<file path="src/rtl/switch_input_ctrl_pkg.sv">
// Shared I/O package: debounce FSM encoding and default settle length
// used by the switch input controller and its sibling I/O blocks.
package switch_input_ctrl_pkg;

  typedef enum logic {
    SW_IDLE   = 1'b0,
    SW_SETTLE = 1'b1
  } sw_state_e;

  localparam int SW_DEBOUNCE_CYCLES_DFLT = 500000;
  localparam int SW_WIDTH_DFLT           = 16;

endpackage

</file>
<file path="src/rtl/switch_input_ctrl_sync.sv">
// Two-flop synchronizer bringing asynchronous board levels into the clk domain.
module sync_2ff #(
  parameter int WIDTH = 16
) (
  input  logic             clk,
  input  logic             reset,
  input  logic [WIDTH-1:0] d,
  output logic [WIDTH-1:0] q
);

  logic [WIDTH-1:0] sync1_d, sync1_q;
  logic [WIDTH-1:0] sync2_d, sync2_q;

  always_comb begin
    sync1_d = d;
    sync2_d = sync1_q;
  end

  always_ff @(posedge clk) begin
    if (reset) begin
      sync1_q <= '0;
      sync2_q <= '0;
    end else begin
      sync1_q <= sync1_d;
      sync2_q <= sync2_d;
    end
  end

  assign q = sync2_q;

endmodule

</file>
<file path="src/rtl/switch_input_ctrl.sv">
// Switch debouncer: a candidate value must stay stable for DEBOUNCE_CYCLES
// samples before it replaces sw_data; sw_changed flags it until the CPU reads.
module switch_input_ctrl
  import switch_input_ctrl_pkg::*;
#(
  parameter int DEBOUNCE_CYCLES = SW_DEBOUNCE_CYCLES_DFLT,
  parameter int WIDTH           = SW_WIDTH_DFLT
) (
  input  logic             clk,
  input  logic             reset,
  input  logic [WIDTH-1:0] sw_raw,
  input  logic             rd_en,
  output logic [WIDTH-1:0] sw_data,
  output logic             sw_changed,
  output logic             sw_busy
);

  localparam int             CW      = $clog2(DEBOUNCE_CYCLES);
  localparam logic [CW-1:0] CNT_MAX = CW'(DEBOUNCE_CYCLES - 1);

  logic [WIDTH-1:0] sync2;
  sw_state_e        state_d, state_q;
  logic [WIDTH-1:0] cand_d, cand_q;
  logic [CW-1:0]    cnt_d, cnt_q;
  logic [WIDTH-1:0] data_d, data_q;
  logic             changed_d, changed_q;
  logic             commit;

  sync_2ff #(.WIDTH(WIDTH)) u_sync (
    .clk   (clk),
    .reset (reset),
    .d     (sw_raw),
    .q     (sync2)
  );

  always_comb begin
    state_d   = state_q;
    cand_d    = cand_q;
    cnt_d     = cnt_q;
    data_d    = data_q;
    changed_d = changed_q;
    commit    = 1'b0;
    case (state_q)
      SW_IDLE: begin
        if (sync2 != data_q) begin
          cand_d  = sync2;
          cnt_d   = '0;
          state_d = SW_SETTLE;
        end
      end
      SW_SETTLE: begin
        // cand never equals data_q here, so a return to data_q is a bounce-back
        if (sync2 == data_q) begin
          state_d = SW_IDLE;
        end else if (sync2 != cand_q) begin
          cand_d = sync2;
          cnt_d  = '0;
        end else if (cnt_q == CNT_MAX) begin
          data_d  = cand_q;
          commit  = 1'b1;
          state_d = SW_IDLE;
        end else begin
          cnt_d = cnt_q + CW'(1);
        end
      end
      default: state_d = SW_IDLE;
    endcase
    // a commit on the read edge keeps the flag: the CPU saw the old value
    if (rd_en)  changed_d = 1'b0;
    if (commit) changed_d = 1'b1;
  end

  always_ff @(posedge clk) begin
    if (reset) begin
      state_q   <= SW_IDLE;
      cand_q    <= '0;
      cnt_q     <= '0;
      data_q    <= '0;
      changed_q <= 1'b0;
    end else begin
      state_q   <= state_d;
      cand_q    <= cand_d;
      cnt_q     <= cnt_d;
      data_q    <= data_d;
      changed_q <= changed_d;
    end
  end

  assign sw_data    = data_q;
  assign sw_changed = changed_q;
  assign sw_busy    = (state_q == SW_SETTLE);

endmodule

</file>
<file path="config.mk">
export PLATFORM = sky130hd
export DESIGN_NAME = switch_input_ctrl
export DESIGN_NICKNAME = d
export VERILOG_FILES = /design/src/rtl/switch_input_ctrl_pkg.sv /design/src/rtl/switch_input_ctrl_sync.sv /design/src/rtl/switch_input_ctrl.sv
export SDC_FILE = /design/constraint.sdc
export NUM_CORES = 1
export LEC_CHECK = 0
export ABC_AREA = 1
export CAP_MARGIN = 20
export CORE_ASPECT_RATIO = 0.7
export CORE_UTILIZATION = 40
export DETAILED_ROUTE_END_ITERATION = 8
export GPL_ROUTABILITY_DRIVEN = 0
export MAX_ROUTING_LAYER = met4
export PLACE_DENSITY = 0.7
export SYNTH_ARGS = -nofsm -noshare
export SYNTH_HDL_FRONTEND = slang
export SYNTH_SLANG_ARGS = --single-unit
</file>
<file path="constraint.sdc">
create_clock -name clk -period 1.8 [get_ports clk]
set_input_delay 0.54 -clock clk [delete_from_list [all_inputs] [get_ports clk]]
set_output_delay 0.54 -clock clk [all_outputs]
set_load 0.01 [all_outputs]
</file>
==> run_results.csv, run 1 <==
group,metric,value,unit
critical_path,crit_required,2080,ps
critical_path,end_kind,"register",
routing,num_vias,4124,
cells_and_area,nets,702,
synth,ys_seq_area_share,41.44,%
cells_and_area,syn2layout_area_growth,31.63,%
global_routing,overflow,0,
cells_and_area,drive_above_1_share,21.54,%
timing,fin_crit_sh,100.5,%
critical_path,critPathMaxFanout,5,
die,die_h,86.77,µm
clock_network,cts-root-buf,"clkbuf_16",
critical_path,worstSetupStartpoint,"cnt_q[9]",
synth,synth_cells,619,
die,ios,37,
synth,synth_area,0.004106,mm²
min_path,min-delay-start,"u_sync.sync1_q[1]",
clock_network,cts_tree,"done",
power,leakage,2.468,nW
die,rows,30,
timing,rsz0062_at_grt,"yes",
routing,ant_nets,0,
clock_network,htreeDepth,3,
die,coreArea,0.009834,mm²
clock_network,hold_buffers,0,
routing,dr.pass1.iters,6,
synth,synth_top_area_cell,"dfxtp_1",
power,power,4.670,mW
cells_and_area,nFillCells,942,
die,die_x,123.1,µm
cells_and_area,diodes,0,
power,power_density,864.0,mW/mm²
synth,synth_fp_nets,639,
timing,fin_ws,-9.073,ps
critical_path,rr_startpoint,"cnt_q[9]",
clock_network,clk_path_buf_depth,2,
routing,routedWlPerCell,13.39,µm
critical_path,crit_family,"simple AND/OR/NAND/NOR gates",
global_routing,grt_pass1_wl,18040,µm
run,cap_violations,0,
timing,slew_headroom,73.15,%
routing,drt-total-wl,10910,µm
global_routing,grt_pass1_vias,3858,
critical_path,start_kind,"register",
synth,synth_area_per_cell,6.634,µm²
min_path,hold_class,"register to register",
routing,viasPerCell,5.060,
critical_path,worst_ep_arrival_time,2090,ps
critical_path,cp_slowest_stage_delay,360,ps
outcome,violations,"negative setup slack",
synth,synthTopCellsByArea,"dfxtp_1 (41%), nand2_1 (13%), nor2_1 (9.7%)",
timing,setup_viol,2,
timing,hold_viol,0,
timing,fin_skew,5.427,ps
global_routing,track_usage,22.50,%
timing,tightestPinTransition,399.0,ps
critical_path,critPathBufInv,1,
die,die-area,0.01068,mm²
power,irDropWorstVdd,0.5012,mV
critical_path,crit_top_cell,"nand2_1",
clock_network,cts.sinks,85,
place,hpwl,7639,µm
critical_path,crit_type,"register to register",
clock_network,cts.reportedPaths.clkPinSlew,60,ps
clock_network,numCtsBuffers,9,
synth,synth_top_area_share,41.44,%
timing,post-route-min-period,1809,ps
outcome,outcome,"finished with violations",
critical_path,slowest_stage,"dfxtp_1",
critical_path,cp_cell_sequence,"inv_1 -> nand4_1 -> nor3_4 -> nand3_2 -> nand3b_1 -> nand2_1 -> nand2_1 -> nor2_1",
synth,synthDistinctLibCells,29,
timing,hold-worst-slack,391.7,ps
timing,fmax,0.5528,GHz
routing,drcViolationCount,0,
timing,slew_violations,0,
routing,dr.first_iter.drc_count,304,
cells_and_area,multiInputGateArea,0.002096,mm²
place,port_buffers,36,
clock_network,insertion_delay,350,ps
global_routing,antenna_found_initial,0,
die,initial_core_util,41.76,%
synth,yosys_register_bits,85,
global_routing,grt_max_degree,34,
place,place_worst_setup_slack,-39.70,ps
cells_and_area,seqCellArea,0.001763,mm²
synth,yosys_warnings,0,
==> kinds of logic after synthesis <==
group	count (synthesis)	share of synthesized area (%)
buf+inv	120	11.70
flops	85	41.44
fa+ha+maj	1	0.3046
xor+xnor	20	4.266
simple gates	324	33.82
compound gates	69	8.471
==> worst paths after layout <==
path | endpoint | slack, ps | cells past startpoint
setup reg to reg | sw_data[6] | -9 | 8
hold reg to reg | u_sync.q[1] | 390 | 2
setup / recovery | sw_data[6] | -9 | 8
hold / removal | u_sync.q[1] | 390 | 2
==> flip-flops by register name, summed over array words and instances, names as in the netlist <==
| register | count |
|---|---|
| cand_q | 16 |
| cnt_q | 19 |
| sw_busy | 1 |
| sw_changed | 1 |
| sw_data | 16 |
| u_sync.q | 16 |
| u_sync.sync1_q | 16 |
==> per-stage QoR <==
step | area, µm² | utilization [%] | std cells | setup TNS, ps
final | 5405 | 54.96 | 815 | -10.22
after global routing | 5405 | 54.96 | 815 | -475.8
after CTS | 5124 | 52.10 | 809 | 0
after detailed placement | 4758 | 48.38 | 790 | -134.4
after global placement | 4758 | 48.38 | 790 | 0
after floorplan | 4106 | - | 619 | 0
==> cells in the mapped netlist <==
master / number
ha_1: 1
buf_2: 9
nor2b_1: 1
nand3b_1: 1
nor2_1: 106
nand4_1: 32
xnor2_1: 1
buf_4: 3
nor2_4: 2
nor2_2: 1
inv_1: 90
nor3_2: 1
dfxtp_1: 85
nand2_1: 140
buf_6: 1
o21ai_1: 4
nor3b_1: 1
nor4_1: 1
nand3_2: 1
nor3_1: 4
nand2_2: 3
o21ai_0: 20
inv_2: 3
buf_1: 3
xor2_1: 19
clkbuf_1: 11
o21bai_1: 1
a21oi_1: 44
nand3_1: 30
==> area by class of cell <==
type / instances / share of cell area (%)
repair buffers: 79 / 12.89
flip-flops and latches: 85 / 32.62
well taps: 128 / 2.963
clock buffers: 10 / 4.236
inverters: 93 / 6.458
multi-input cells: 414 / 38.77
clock inverters: 6 / 2.060
==> worst reg2reg max path: cells and delay by family, from the launching register on <==
family        cells  cell delay, ps
flops             1             360
simple gates      7            1260
buf+inv           1             140
==> repair_timing <==
action | 4_1_cts | 5_1_grt
buffers inserted | 3 | 7
pin swaps | 4 | 38
setup endpoints to repair | 30 | 55
gates resized for setup | 25 | 94
==> placed cells by master, fill, tap and decap left out, types with 15 or more instances in the layout <==
cell             count
dfxtp_2             22
nand3_1             27
nor2_1              96
nand2_1            119
nand2_2             19
o21ai_0             19
clkdlybuf4s50_1     19
xor2_1              19
dfxtp_1             54
dlygate4sd2_1       15
buf_4               36
a21oi_1             40
inv_1               84
nand4_1             32
==> power breakdown <==
part / total [mW] / switching, mW / leakage [nW] / internal, mW
Clock: 2.11 / 0.759 / 0.163 / 1.36
Combinational: 0.549 / 0.329 / 1.60 / 0.219
Sequential: 2.01 / 0.0565 / 0.709 / 1.95
Total: 4.67 / 1.14 / 2.47 / 3.53
==> layer usage <==
layer  GRT usage (%)  part of all wire, %  vias up
met1           29.70                   47     1870
li1                -                    -     2060
met5               -                    0        -
met2           32.58                   43      170
met4           8.653                  1.6        0
met3           6.118                  8.4       24
No activity file was read; power rests on OpenSTA's default activity.
==> run 2, diff against run 1 <==
--- a/config.mk
+++ b/config.mk
@@ -7,7 +7,6 @@
 export LEC_CHECK = 0
 export ABC_AREA = 1
 export CAP_MARGIN = 20
-export CORE_ASPECT_RATIO = 0.7
 export CORE_UTILIZATION = 40
 export DETAILED_ROUTE_END_ITERATION = 8
 export GPL_ROUTABILITY_DRIVEN = 0
==> run 2 against run 1 <==
  * The flow now finishes without violations
  * Combinational power shrank 4.6%
  * Die area is essentially flat
  * Clock skew grew 3.1 ps
  * Hold slack gained 5.3 ps
  * Routed wire length shrank 5.8%
  * Worst setup slack gained 78 ps
  * Non-clock buffer count shrank 9
  * Fmax grew 4.5%
  * Critical path depth grew 2
  * Core utilization shrank 2.9 points
  * Via count shrank 3.2%
  * Global-route usage shrank 1.0 points
  * Largest power group is now registers
==> run_results.csv, run 2 (same netlist as run 1, synthesis figures left out) <==
group,metric,value,unit
power,leakage,2.333,nW
timing,fin_tns_setup,0,ps
timing,rsz0062_at_grt,"yes",
cells_and_area,diodes,0,
timing,fin_ws,68.94,ps
cells_and_area,drive_above_1_share,17.58,%
die,die-area,0.01068,mm²
critical_path,cp_cell_sequence,"ha_4 -> nand2_2 -> nor2_4 -> inv_2 -> nor3_2 -> nand3_2 -> nand3b_1 -> nand2_1 -> nand2_1 -> nor2_1",
min_path,hold_end,"u_sync.q[15]",
min_path,min-delay-start,"u_sync.sync1_q[15]",
power,power_density,782.9,mW/mm²
timing,fin_crit_sh,96.17,%
outcome,outcome,"completed",
critical_path,crit_required,2110,ps
routing,viasPerCell,4.927,
critical_path,crit_family,"simple AND/OR/NAND/NOR gates",
cells_and_area,nets,693,
routing,drcViolationCount,0,
place,placedCellCount,791,
routing,num_vias,3991,
die,ios,37,
clock_network,cts.sinks,85,
clock_network,cts-root-buf,"clkbuf_8",
routing,routedWlPerCell,12.69,µm
critical_path,end_kind,"register",
cells_and_area,final_cells,810,
critical_path,worst_ep_arrival_time,2040,ps
global_routing,track_usage,21.48,%
timing,post-route-min-period,1731,ps
place,place_worst_setup_slack,0.9447,ps
timing,slew_headroom,74.01,%
routing,ant_nets,0,
die,rows,36,
critical_path,reg2reg_to,"sw_data[6]",
cells_and_area,largest_reg_flops,19,
die,coreArea,0.009864,mm²
routing,drt-total-wl,10280,µm
cells_and_area,final_util,52.02,%
cells_and_area,regMostFlops,"cnt_q",
timing,setup_viol,0,
critical_path,cp_slowest_stage_delay,360,ps
global_routing,grt_max_degree,40,
place,port_buffers,36,
timing,slew_violations,0,
run,cap_violations,0,
timing,fin_skew,8.548,ps
die,die_h,103.3,µm
place,hpwl,7274,µm
timing,tightestPinTransition,389.9,ps
clock_network,cts_tree,"done",
die,die_x,103.3,µm
cells_and_area,layout_commonest_cell,"nand2_1",
routing,dr.first_iter.drc_count,206,
clock_network,hold_buffers,0,
global_routing,grt_pass1_vias,3802,
clock_network,insertion_delay,370,ps
critical_path,crit_top_cell,"nand2_1",
timing,fmax,0.5777,GHz
clock_network,cts.reportedPaths.clkPinSlew,80,ps
min_path,hold_class,"register to register",
clock_network,numCtsBuffers,9,
timing,hold-worst-slack,397.0,ps
clock_network,clk_path_buf_depth,2,
global_routing,grt_pass1_wl,16930,µm
critical_path,start_kind,"register",
timing,hold_viol,0,
critical_path,slowest_stage,"dfxtp_2",
critical_path,reg2regPathDepth,10,
power,irDropWorstVdd,0.5064,mV
routing,dr.pass1.iters,5,
critical_path,rr_startpoint,"cnt_q[0]",
min_path,min_path_cells,2,
global_routing,antenna_found_initial,0,
critical_path,critPathBufInv,1,
critical_path,critPathMaxFanout,5,
cells_and_area,syn2layout_area_growth,24.95,%
critical_path,r2r_slack,70,ps
global_routing,overflow,0,
cells_and_area,mostFrequentLayoutCells,"nand2_1 (127), nor2_1 (97), inv_1 (84)",
clock_network,htreeDepth,3,
critical_path,crit_type,"register to register",
die,initial_core_util,41.63,%
==> run 2: changes by cell type in the layout (fill, tap and decap cells not counted), sizes merged <==
cell / before / now
buf: 44 / 35
clkdlybuf4s50: 19 / 17
clkinv: 2 / 1
clkbuf: 10 / 11
bufinv: 3 / 2
dlygate4sd2: 15 / 17
==> run 2: where the power goes <==
part	leakage (nW)	switching (mW)	internal, mW
sequential	0.705	0.0528	1.95
combinational	1.52	0.318	0.206
clock	0.105	0.677	0.810
==> run 2: what timing repair did <==
action / in CTS / in global routing
gates resized for setup: 19 / 71
gates cloned: 0 / 1
setup buffers: 0 / 3
setup endpoints to repair: 21 / 54
pin swaps: 0 / 15
==> run 2: worst min-delay path: stages, from the launching register on <==
cell and delay, ps:
dfxtp_1 300, inv_1 40, nor2_1 30
==> run 2: worst max-delay path by stage <==
stage,startpoint,to,slack [ps],depth (start not counted)
floorplan,cnt_q[0],sw_data[14],30,11
global placement,cnt_q[0],cnt_q[16],70,11
detailed placement,cnt_q[1],cnt_q[16],0.9,11
CTS,cnt_q[0],sw_data[6],3,10
global route,u_sync.q[11],cand_q[9],-90,11
finish,cnt_q[0],sw_data[6],70,10
==> run 2: metal layers <==
layer	wire length [µm]	track usage, %	vias up	part of all wire, %
met3	423	3.091	45	4.1
li1	-	-	2035	-
met5	0	-	-	0
met2	4963	35.95	133	48
met1	4428	24.13	1778	43
met4	463	13.65	0	4.5
==> run 2: cell type report <==
cell class                 count  area [µm²]
fill                         943        4733
timing repair buffer          70       630.6
clock buffer                  11       141.4
tap                          133       166.4
clock inverter                 4       72.57
sequential                    85        1735
inverter                      93       349.1
multi-input combinational    414        2036
==> run 2: metrics by stage <==
step / power (mW) / instance area, µm²
6_report: 4.017 / 5131
5_1_grt: 4.194 / 5131
4_1_cts: 3.983 / 4928
3_5_place_dp: 2.506 / 4735
3_3_place_gp: 2.495 / 4735
2_1_floorplan: 2.347 / 4106
==> run 3, diff against run 2 <==
--- a/config.mk
+++ b/config.mk
@@ -12,6 +12,7 @@
 export GPL_ROUTABILITY_DRIVEN = 0
 export MAX_ROUTING_LAYER = met4
 export PLACE_DENSITY = 0.7
+export SLEW_MARGIN = 20
 export SYNTH_ARGS = -nofsm -noshare
 export SYNTH_HDL_FRONTEND = slang
 export SYNTH_SLANG_ARGS = --single-unit
==> results of run 3 <==
Same layout as run 2: the final DEF is identical, and so are final timing and power.
